<file path="src/rtl/mips_pkg.sv">
// Shared MIPS execute-stage definitions: ALU control codes and HI/LO mul/div sequencer states.
package mips_pkg;

   typedef enum logic [4:0] {
      CONTROL_MULT  = 5'b10000,
      CONTROL_MULTU = 5'b10001,
      CONTROL_DIV   = 5'b10010,
      CONTROL_DIVU  = 5'b10011,
      CONTROL_MTLO  = 5'b10101,
      CONTROL_MTHI  = 5'b10110
   } alu_control_t;

   typedef enum logic [1:0] {
      IDLE    = 2'd0,
      MUL_RUN = 2'd1,
      DIV_RUN = 2'd2,
      FIX     = 2'd3
   } muldiv_state_t;

endpackage

</file>
<file path="src/rtl/muldiv_iter_core.sv">
// Shared shift-add multiply / restoring divide datapath, one bit per step.
// Product layout: upper half = accumulator/remainder, lower half = multiplier/dividend-quotient.
module muldiv_iter_core #(
   parameter int WIDTH     = 32,
   parameter bit FAST_MULT = 1'b0
) (
   input  logic               clk,
   input  logic               reset,
   input  logic               load_i,
   input  logic               step_i,
   input  logic               div_mode_i,
   input  logic [WIDTH-1:0]   load_lo_i,
   input  logic [WIDTH-1:0]   load_opnd_i,
   output logic [2*WIDTH-1:0] prod_o
);

   logic [2*WIDTH-1:0] prod_q, prod_d;
   logic [WIDTH-1:0]   opnd_q, opnd_d;
   logic [WIDTH:0]     add_sum;
   logic [WIDTH:0]     shifted;
   logic [WIDTH:0]     diff;

   always_comb begin
      prod_d  = prod_q;
      opnd_d  = opnd_q;
      add_sum = {1'b0, prod_q[2*WIDTH-1:WIDTH]} + (prod_q[0] ? {1'b0, opnd_q} : '0);
      shifted = {prod_q[2*WIDTH-1:WIDTH], prod_q[WIDTH-1]};
      diff    = shifted - {1'b0, opnd_q};
      if (load_i) begin
         prod_d = {{WIDTH{1'b0}}, load_lo_i};
         opnd_d = load_opnd_i;
      end else if (step_i) begin
         if (div_mode_i) begin
            // borrow out of the W+1-bit subtract means the divisor did not fit: restore
            if (!diff[WIDTH])
               prod_d = {diff[WIDTH-1:0], prod_q[WIDTH-2:0], 1'b1};
            else
               prod_d = {shifted[WIDTH-1:0], prod_q[WIDTH-2:0], 1'b0};
         end else if (FAST_MULT) begin
            prod_d = {{WIDTH{1'b0}}, opnd_q} * {{WIDTH{1'b0}}, prod_q[WIDTH-1:0]};
         end else begin
            prod_d = {add_sum, prod_q[WIDTH-1:1]};
         end
      end
   end

   always_ff @(posedge clk) begin
      if (reset) begin
         prod_q <= '0;
         opnd_q <= '0;
      end else begin
         prod_q <= prod_d;
         opnd_q <= opnd_d;
      end
   end

   assign prod_o = prod_q;

endmodule

</file>
<file path="src/rtl/hilo_muldiv_sequencer.sv">
// HI/LO owner: sequences MULT/MULTU/DIV/DIVU through muldiv_iter_core and services MTHI/MTLO.
// Build option MULDIV_FAST_MULT_EN: single-cycle multiply product instead of shift-add.
//
// state   | meaning
// IDLE    | ready for a new op; MTHI/MTLO write here
// MUL_RUN | multiply iterating (one edge when fast multiply is built in)
// DIV_RUN | restoring divide, one quotient bit per edge
// FIX     | sign fix-up, HI/LO write, return to IDLE
module hilo_muldiv_sequencer
   import mips_pkg::*;
#(
   parameter int WIDTH = 32
) (
   input  logic             clk,
   input  logic             reset,
   input  logic             req_valid,
   output logic             req_ready,
   input  logic [4:0]       op,
   input  logic [WIDTH-1:0] operand_a,
   input  logic [WIDTH-1:0] operand_b,
   input  logic             rd_hi_req,
   input  logic             rd_lo_req,
   output logic             stall,
   output logic             busy,
   output logic [WIDTH-1:0] hi,
   output logic [WIDTH-1:0] lo
);

`ifdef MULDIV_FAST_MULT_EN
   localparam bit FAST_MULT = 1'b1;
`else
   localparam bit FAST_MULT = 1'b0;
`endif

   localparam int CW = $clog2(WIDTH + 1);
   localparam logic [CW-1:0] CNT_ONE  = CW'(1);
   localparam logic [CW-1:0] CNT_FULL = CW'(WIDTH);

   muldiv_state_t      state_q, state_d;
   logic [CW-1:0]      counter_q, counter_d;
   logic               neg_quot_q, neg_quot_d;
   logic               neg_rem_q, neg_rem_d;
   logic               is_div_q, is_div_d;
   logic               div_zero_q, div_zero_d;
   logic [WIDTH-1:0]   hi_q, hi_d;
   logic [WIDTH-1:0]   lo_q, lo_d;

   alu_control_t       op_e;
   logic               signed_op, a_neg, b_neg;
   logic [WIDTH-1:0]   a_mag, b_mag;
   logic               core_load, core_step;
   logic [WIDTH-1:0]   load_lo, load_opnd;
   logic [2*WIDTH-1:0] core_prod, prod_fix;
   logic [WIDTH-1:0]   quot, rem;

   assign op_e      = alu_control_t'(op);
   assign signed_op = (op_e == CONTROL_MULT) || (op_e == CONTROL_DIV);
   assign a_neg     = signed_op && operand_a[WIDTH-1];
   assign b_neg     = signed_op && operand_b[WIDTH-1];
   // INT_MIN negates to itself, which read unsigned is exactly 2^(WIDTH-1)
   assign a_mag     = a_neg ? -operand_a : operand_a;
   assign b_mag     = b_neg ? -operand_b : operand_b;

   assign prod_fix  = neg_quot_q ? -core_prod : core_prod;
   assign quot      = core_prod[WIDTH-1:0];
   assign rem       = core_prod[2*WIDTH-1:WIDTH];

   always_comb begin
      state_d    = state_q;
      counter_d  = counter_q;
      neg_quot_d = neg_quot_q;
      neg_rem_d  = neg_rem_q;
      is_div_d   = is_div_q;
      div_zero_d = div_zero_q;
      hi_d       = hi_q;
      lo_d       = lo_q;
      core_load  = 1'b0;
      core_step  = 1'b0;
      load_lo    = b_mag;
      load_opnd  = a_mag;
      case (state_q)
         IDLE: begin
            if (req_valid) begin
               case (op_e)
                  CONTROL_MTHI: hi_d = operand_a;
                  CONTROL_MTLO: lo_d = operand_a;
                  CONTROL_MULT, CONTROL_MULTU: begin
                     core_load  = 1'b1;
                     neg_quot_d = a_neg ^ b_neg;
                     neg_rem_d  = a_neg;
                     is_div_d   = 1'b0;
                     div_zero_d = 1'b0;
                     counter_d  = FAST_MULT ? CNT_ONE : CNT_FULL;
                     state_d    = MUL_RUN;
                  end
                  CONTROL_DIV, CONTROL_DIVU: begin
                     core_load  = 1'b1;
                     neg_quot_d = a_neg ^ b_neg;
                     neg_rem_d  = a_neg;
                     is_div_d   = 1'b1;
                     if (operand_b == '0) begin
                        // raw dividend parks in the core's low half until FIX copies it to HI
                        div_zero_d = 1'b1;
                        load_lo    = operand_a;
                        load_opnd  = '0;
                        state_d    = FIX;
                     end else begin
                        div_zero_d = 1'b0;
                        load_lo    = a_mag;
                        load_opnd  = b_mag;
                        counter_d  = CNT_FULL;
                        state_d    = DIV_RUN;
                     end
                  end
                  default: ;
               endcase
            end
         end
         MUL_RUN, DIV_RUN: begin
            core_step = 1'b1;
            counter_d = counter_q - CNT_ONE;
            if (counter_q == CNT_ONE)
               state_d = FIX;
         end
         FIX: begin
            if (!is_div_q) begin
               {hi_d, lo_d} = prod_fix;
            end else if (div_zero_q) begin
               hi_d = quot;
               lo_d = '1;
            end else begin
               lo_d = neg_quot_q ? -quot : quot;
               hi_d = neg_rem_q ? -rem : rem;
            end
            state_d = IDLE;
         end
         default: state_d = IDLE;
      endcase
   end

   always_ff @(posedge clk) begin
      if (reset) begin
         state_q    <= IDLE;
         counter_q  <= '0;
         neg_quot_q <= 1'b0;
         neg_rem_q  <= 1'b0;
         is_div_q   <= 1'b0;
         div_zero_q <= 1'b0;
         hi_q       <= '0;
         lo_q       <= '0;
      end else begin
         state_q    <= state_d;
         counter_q  <= counter_d;
         neg_quot_q <= neg_quot_d;
         neg_rem_q  <= neg_rem_d;
         is_div_q   <= is_div_d;
         div_zero_q <= div_zero_d;
         hi_q       <= hi_d;
         lo_q       <= lo_d;
      end
   end

   muldiv_iter_core #(
      .WIDTH     (WIDTH),
      .FAST_MULT (FAST_MULT)
   ) u_core (
      .clk         (clk),
      .reset       (reset),
      .load_i      (core_load),
      .step_i      (core_step),
      .div_mode_i  (is_div_d),
      .load_lo_i   (load_lo),
      .load_opnd_i (load_opnd),
      .prod_o      (core_prod)
   );

   assign busy      = (state_q != IDLE);
   assign req_ready = (state_q == IDLE);
   assign stall     = busy && (rd_hi_req || rd_lo_req);
   assign hi        = hi_q;
   assign lo        = lo_q;

endmodule
</file>
<file path="config.mk">
export PLATFORM = sky130hd
export DESIGN_NAME = hilo_muldiv_sequencer
export DESIGN_NICKNAME = d
export VERILOG_FILES = /design/src/rtl/mips_pkg.sv /design/src/rtl/muldiv_iter_core.sv /design/src/rtl/hilo_muldiv_sequencer.sv
export SDC_FILE = /design/constraint.sdc
export NUM_CORES = 1
export LEC_CHECK = 0
export BUFFER_PORTS_ARGS = -buffer_cell sky130_fd_sc_hd__clkbuf_2
export CAP_MARGIN = 20
export CORE_ASPECT_RATIO = 0.75
export CORE_MARGIN = 1.5
export CORE_UTILIZATION = 55
export DETAILED_ROUTE_END_ITERATION = 8
export PLACE_DENSITY = 0.74
export SYNTH_ARGS = -nofsm -noshare
export SYNTH_HDL_FRONTEND = slang
export SYNTH_SLANG_ARGS = --single-unit
</file>
<file path="constraint.sdc">
create_clock -name clk -period 4.75 [get_ports clk]
set_input_delay 0.7125 -clock clk [delete_from_list [all_inputs] [get_ports clk]]
set_output_delay 0.7125 -clock clk [all_outputs]
set_load 0.005 [all_outputs]
</file>
==> flow_summary.ini <==
[global_routing]
grt_pass1_vias = 18256
antenna_found_initial = 4
grt_use_total_pct = 47.1
grt_pass1_wl_um = 113000
overflow = 0
grt_max_degree = 73

[detailed_routing]
firstDrtPassIters = 9
wire_per_inst_um = 26.7
wl_um = 76200
drc_errors = 2
vias = 20288
drtIter0Drc = 3209
ant_nets = 0
via_per_inst = 7.11

[timing]
worst_pin_slew_ps = 985
drv_slew = 0
slew_headroom_pct = 34.3
clock-skew-final_ps = 10.9
rsz0062_at_grt = no
finalSetupViolations = 0
hold_violations = 0
hold-worst-slack_ps = 453
min_period_over_period_pct = 86.0
fmax_mhz = 245
tns_ps = 0
period_needed_ps = 4090

[power_and_ir_drop]
powerDensity_nw_per_um2 = 582
p_sw_mw = 5.79
ir_drop_mv = 0.479
leakage_nw = 6.93
comb_power_share_pct = 63.5
p_int_mw = 4.92
clkPwrFrac_pct = 14.6
p_sw_share_pct = 54.1
seq_power_share_pct = 21.9

[yosys]
ys_seq_area_share_pct = 20.4
syn-num-nets = 2571
yosysTopAreaCell = dfxtp_1
synth-edff-count = 0
synth_cell_types = 89
netlist_instances = 2421
netlist_area_um2 = 16900
synthTopCellsByCount = nor2_1, nand2_1, a21oi_1, o21ai_0, dfxtp_1
ys_async_sr_fraction_pct = 0
synthTopCellsByArea = dfxtp_1, xnor2_1, a21oi_1
syn_area_per_cell_um2 = 6.98
synth_warnings = 0
synthMostInstantiatedCell = nor2_1
synth_ff_type = dfxtp_1
synth_top_area_share_pct = 20.4
ys_seq_elements = 172

[clocking]
cts_resized = 0
path_clk_slew_ps = 80
cts_buffers = 17
cts_buffer_depth = 2
cts_sinks = 172
ctsHoldBuffers = 0
post_cts_buffers = 0
clkLatencyLatePin_ps = 470
h-tree-depth = 4
cts_tree = yes
cts_root_buffer = clkbuf_16

[cells_and_area]
final_cells = 2855
layout-drive-gt1-share_pct = 12.1
regArea_um2 = 3440
layout-area-overhead-vs-synth_pct = 8.90
stdcell_area_um2 = 18400
multi_input_area_um2 = 12300
nets = 2590
fillers = 2889

[critical_path]
crit_start = u_core.prod_o[32]$_SDFFE_PP0N_
required_ps = 5100
reg2reg_slack_ps = 660
r2r-start = u_core.prod_o[32]$_SDFFE_PP0N_
critPathCaptureType = flop
worstSetupEndpoint = u_core.prod_o[37]$_SDFFE_PP0N_
r2r.worst_path.cells = 11
cp-start-kind = flop
critPathKind = reg -> reg
cp.arrival_ps = 4440
r2r_end = u_core.prod_o[37]$_SDFFE_PP0N_
crit_fanout = 10

[outcome]
violations = DRC
outcome = finished with violations

[die]
fp.dieW_um = 205
initial_core_util_pct = 55.9
dieArea_um2 = 31800
io_pins = 141
die_h_um = 155
core.rowCount = 55
core_area_um2 = 30200

[place]
dpl_cell_area_um2 = 17800
place_congestion = 1.09
hpwl_um = 57600
numPlacedInstances = 2820
port_buffers = 140

[min_path]
hp-class = reg -> reg

[run]
cap_violations = 0
[critical path, cell delays in order (launching register included)]
cell       delay [ps]
dfxtp_1           490
clkinv_1          350
fa_1              550
nand2b_1          200
a21oi_1           320
o2111ai_1         440
nand4_1           270
o221ai_1          170
nor2_2            570
buf_4             310
mux2i_1           220
o21ai_0            90
[stage by stage]
step	power, mW	utilization [%]	setup WS [ps]
detailed placement	8.69	58.8	676
floorplan	6.49	-	1350
finish	10.7	60.9	663
CTS	10.3	60.9	893
global placement	8.64	58.7	751
global route	11.1	60.9	488
[state kept, by name (all words and copies together), names as in the netlist]
| register | count |
|---|---|
| counter_q | 6 |
| div_zero_q | 1 |
| hi | 32 |
| is_div_q | 1 |
| lo | 32 |
| neg_quot_q | 1 |
| neg_rem_q | 1 |
| state_q | 2 |
| u_core.opnd_q | 32 |
| u_core.prod_o | 64 |
[power groups by stage]
| stage | Sequential [mW] | Combinational (mW) | Clock (mW) |
|---|---|---|---|
| after global placement | 2.30 | 6.34 | 0 |
| after global routing | 2.33 | 7.20 | 1.61 |
| after CTS | 2.27 | 6.43 | 1.56 |
| final | 2.35 | 6.79 | 1.56 |
| after floorplan | 1.89 | 4.60 | 0 |
| after detailed placement | 2.30 | 6.39 | 0 |
[layer usage]
| metal | vias up | wire length, µm | GRT usage (%) | share of wire, % |
|---|---|---|---|---|
| met4 | 0 | 4090 | 22.3 | 5.4 |
| met1 | 9504 | 31000 | 65.6 | 41 |
| li1 | 8898 | - | - | - |
| met5 | - | 0 | 0 | 0 |
| met3 | 297 | 12100 | 17.7 | 16 |
| met2 | 1589 | 29000 | 62.9 | 38 |
[layout make-up]
type	instances	area share, %
multi-input combinational	1961	66.8
sequential	172	18.7
timing repair buffer	207	6.65
tap	399	2.71
clock buffer	18	2.39
inverter	81	1.65
clock inverter	14	1.07
antenna	3	0.0408
[cell usage in the layout (no fill, tap or decap), types with 13 or more instances in the layout]
master,synthesis,layout
nor3_1,66,66
clkbuf_2,0,139
o22ai_1,19,19
a31oi_1,24,24
and3_1,13,13
o41ai_1,20,20
xnor2_1,122,122
o31ai_1,34,34
nand3_1,76,76
o221ai_1,59,59
nand2b_1,19,19
buf_4,1,66
a22oi_1,13,13
ha_1,74,72
a21oi_1,208,207
o211ai_1,32,32
or3_1,32,32
and2_1,13,13
a221oi_1,14,14
nor2_1,256,255
clkbuf_16,0,17
a211oi_1,37,37
xor2_1,57,57
inv_1,78,78
mux2i_1,21,21
or2_2,13,13
o21a_1,19,19
nor4_1,27,26
o21bai_1,14,14
nor2b_1,16,16
nand4_1,22,22
nand2_1,248,248
o21ai_0,196,196
dfxtp_1,172,171
a21o_1,21,20
[kinds of logic after synthesis]
logic type,count (synthesis),synth area share (%)
xor gates and xnor gates,179,9.28
and+or+nand+nor,859,24.0
DFF,172,20.4
buffers and inverters,288,7.12
AOI/OAI and AO/OA,821,32.0
muxes,26,1.58
adders and majority gates,76,5.72
[how the worst min path moves through the flow]
stage	startpoint	end	depth (start not counted)
final	lo[17]$_SDFFE_PP0P_	lo[17]$_SDFFE_PP0P_	2
after global routing	lo[5]$_SDFFE_PP0P_	lo[5]$_SDFFE_PP0P_	2
after CTS	lo[17]$_SDFFE_PP0P_	lo[17]$_SDFFE_PP0P_	2
after detailed placement	lo[17]$_SDFFE_PP0P_	lo[17]$_SDFFE_PP0P_	2
after global placement	hi[18]$_SDFFE_PP0P_	hi[18]$_SDFFE_PP0P_	2
after floorplan	u_core.opnd_q[11]$_SDFFE_PP0P_	u_core.opnd_q[11]$_SDFFE_PP0P_	2
Note: power is estimated with default switching activity, not from simulation.
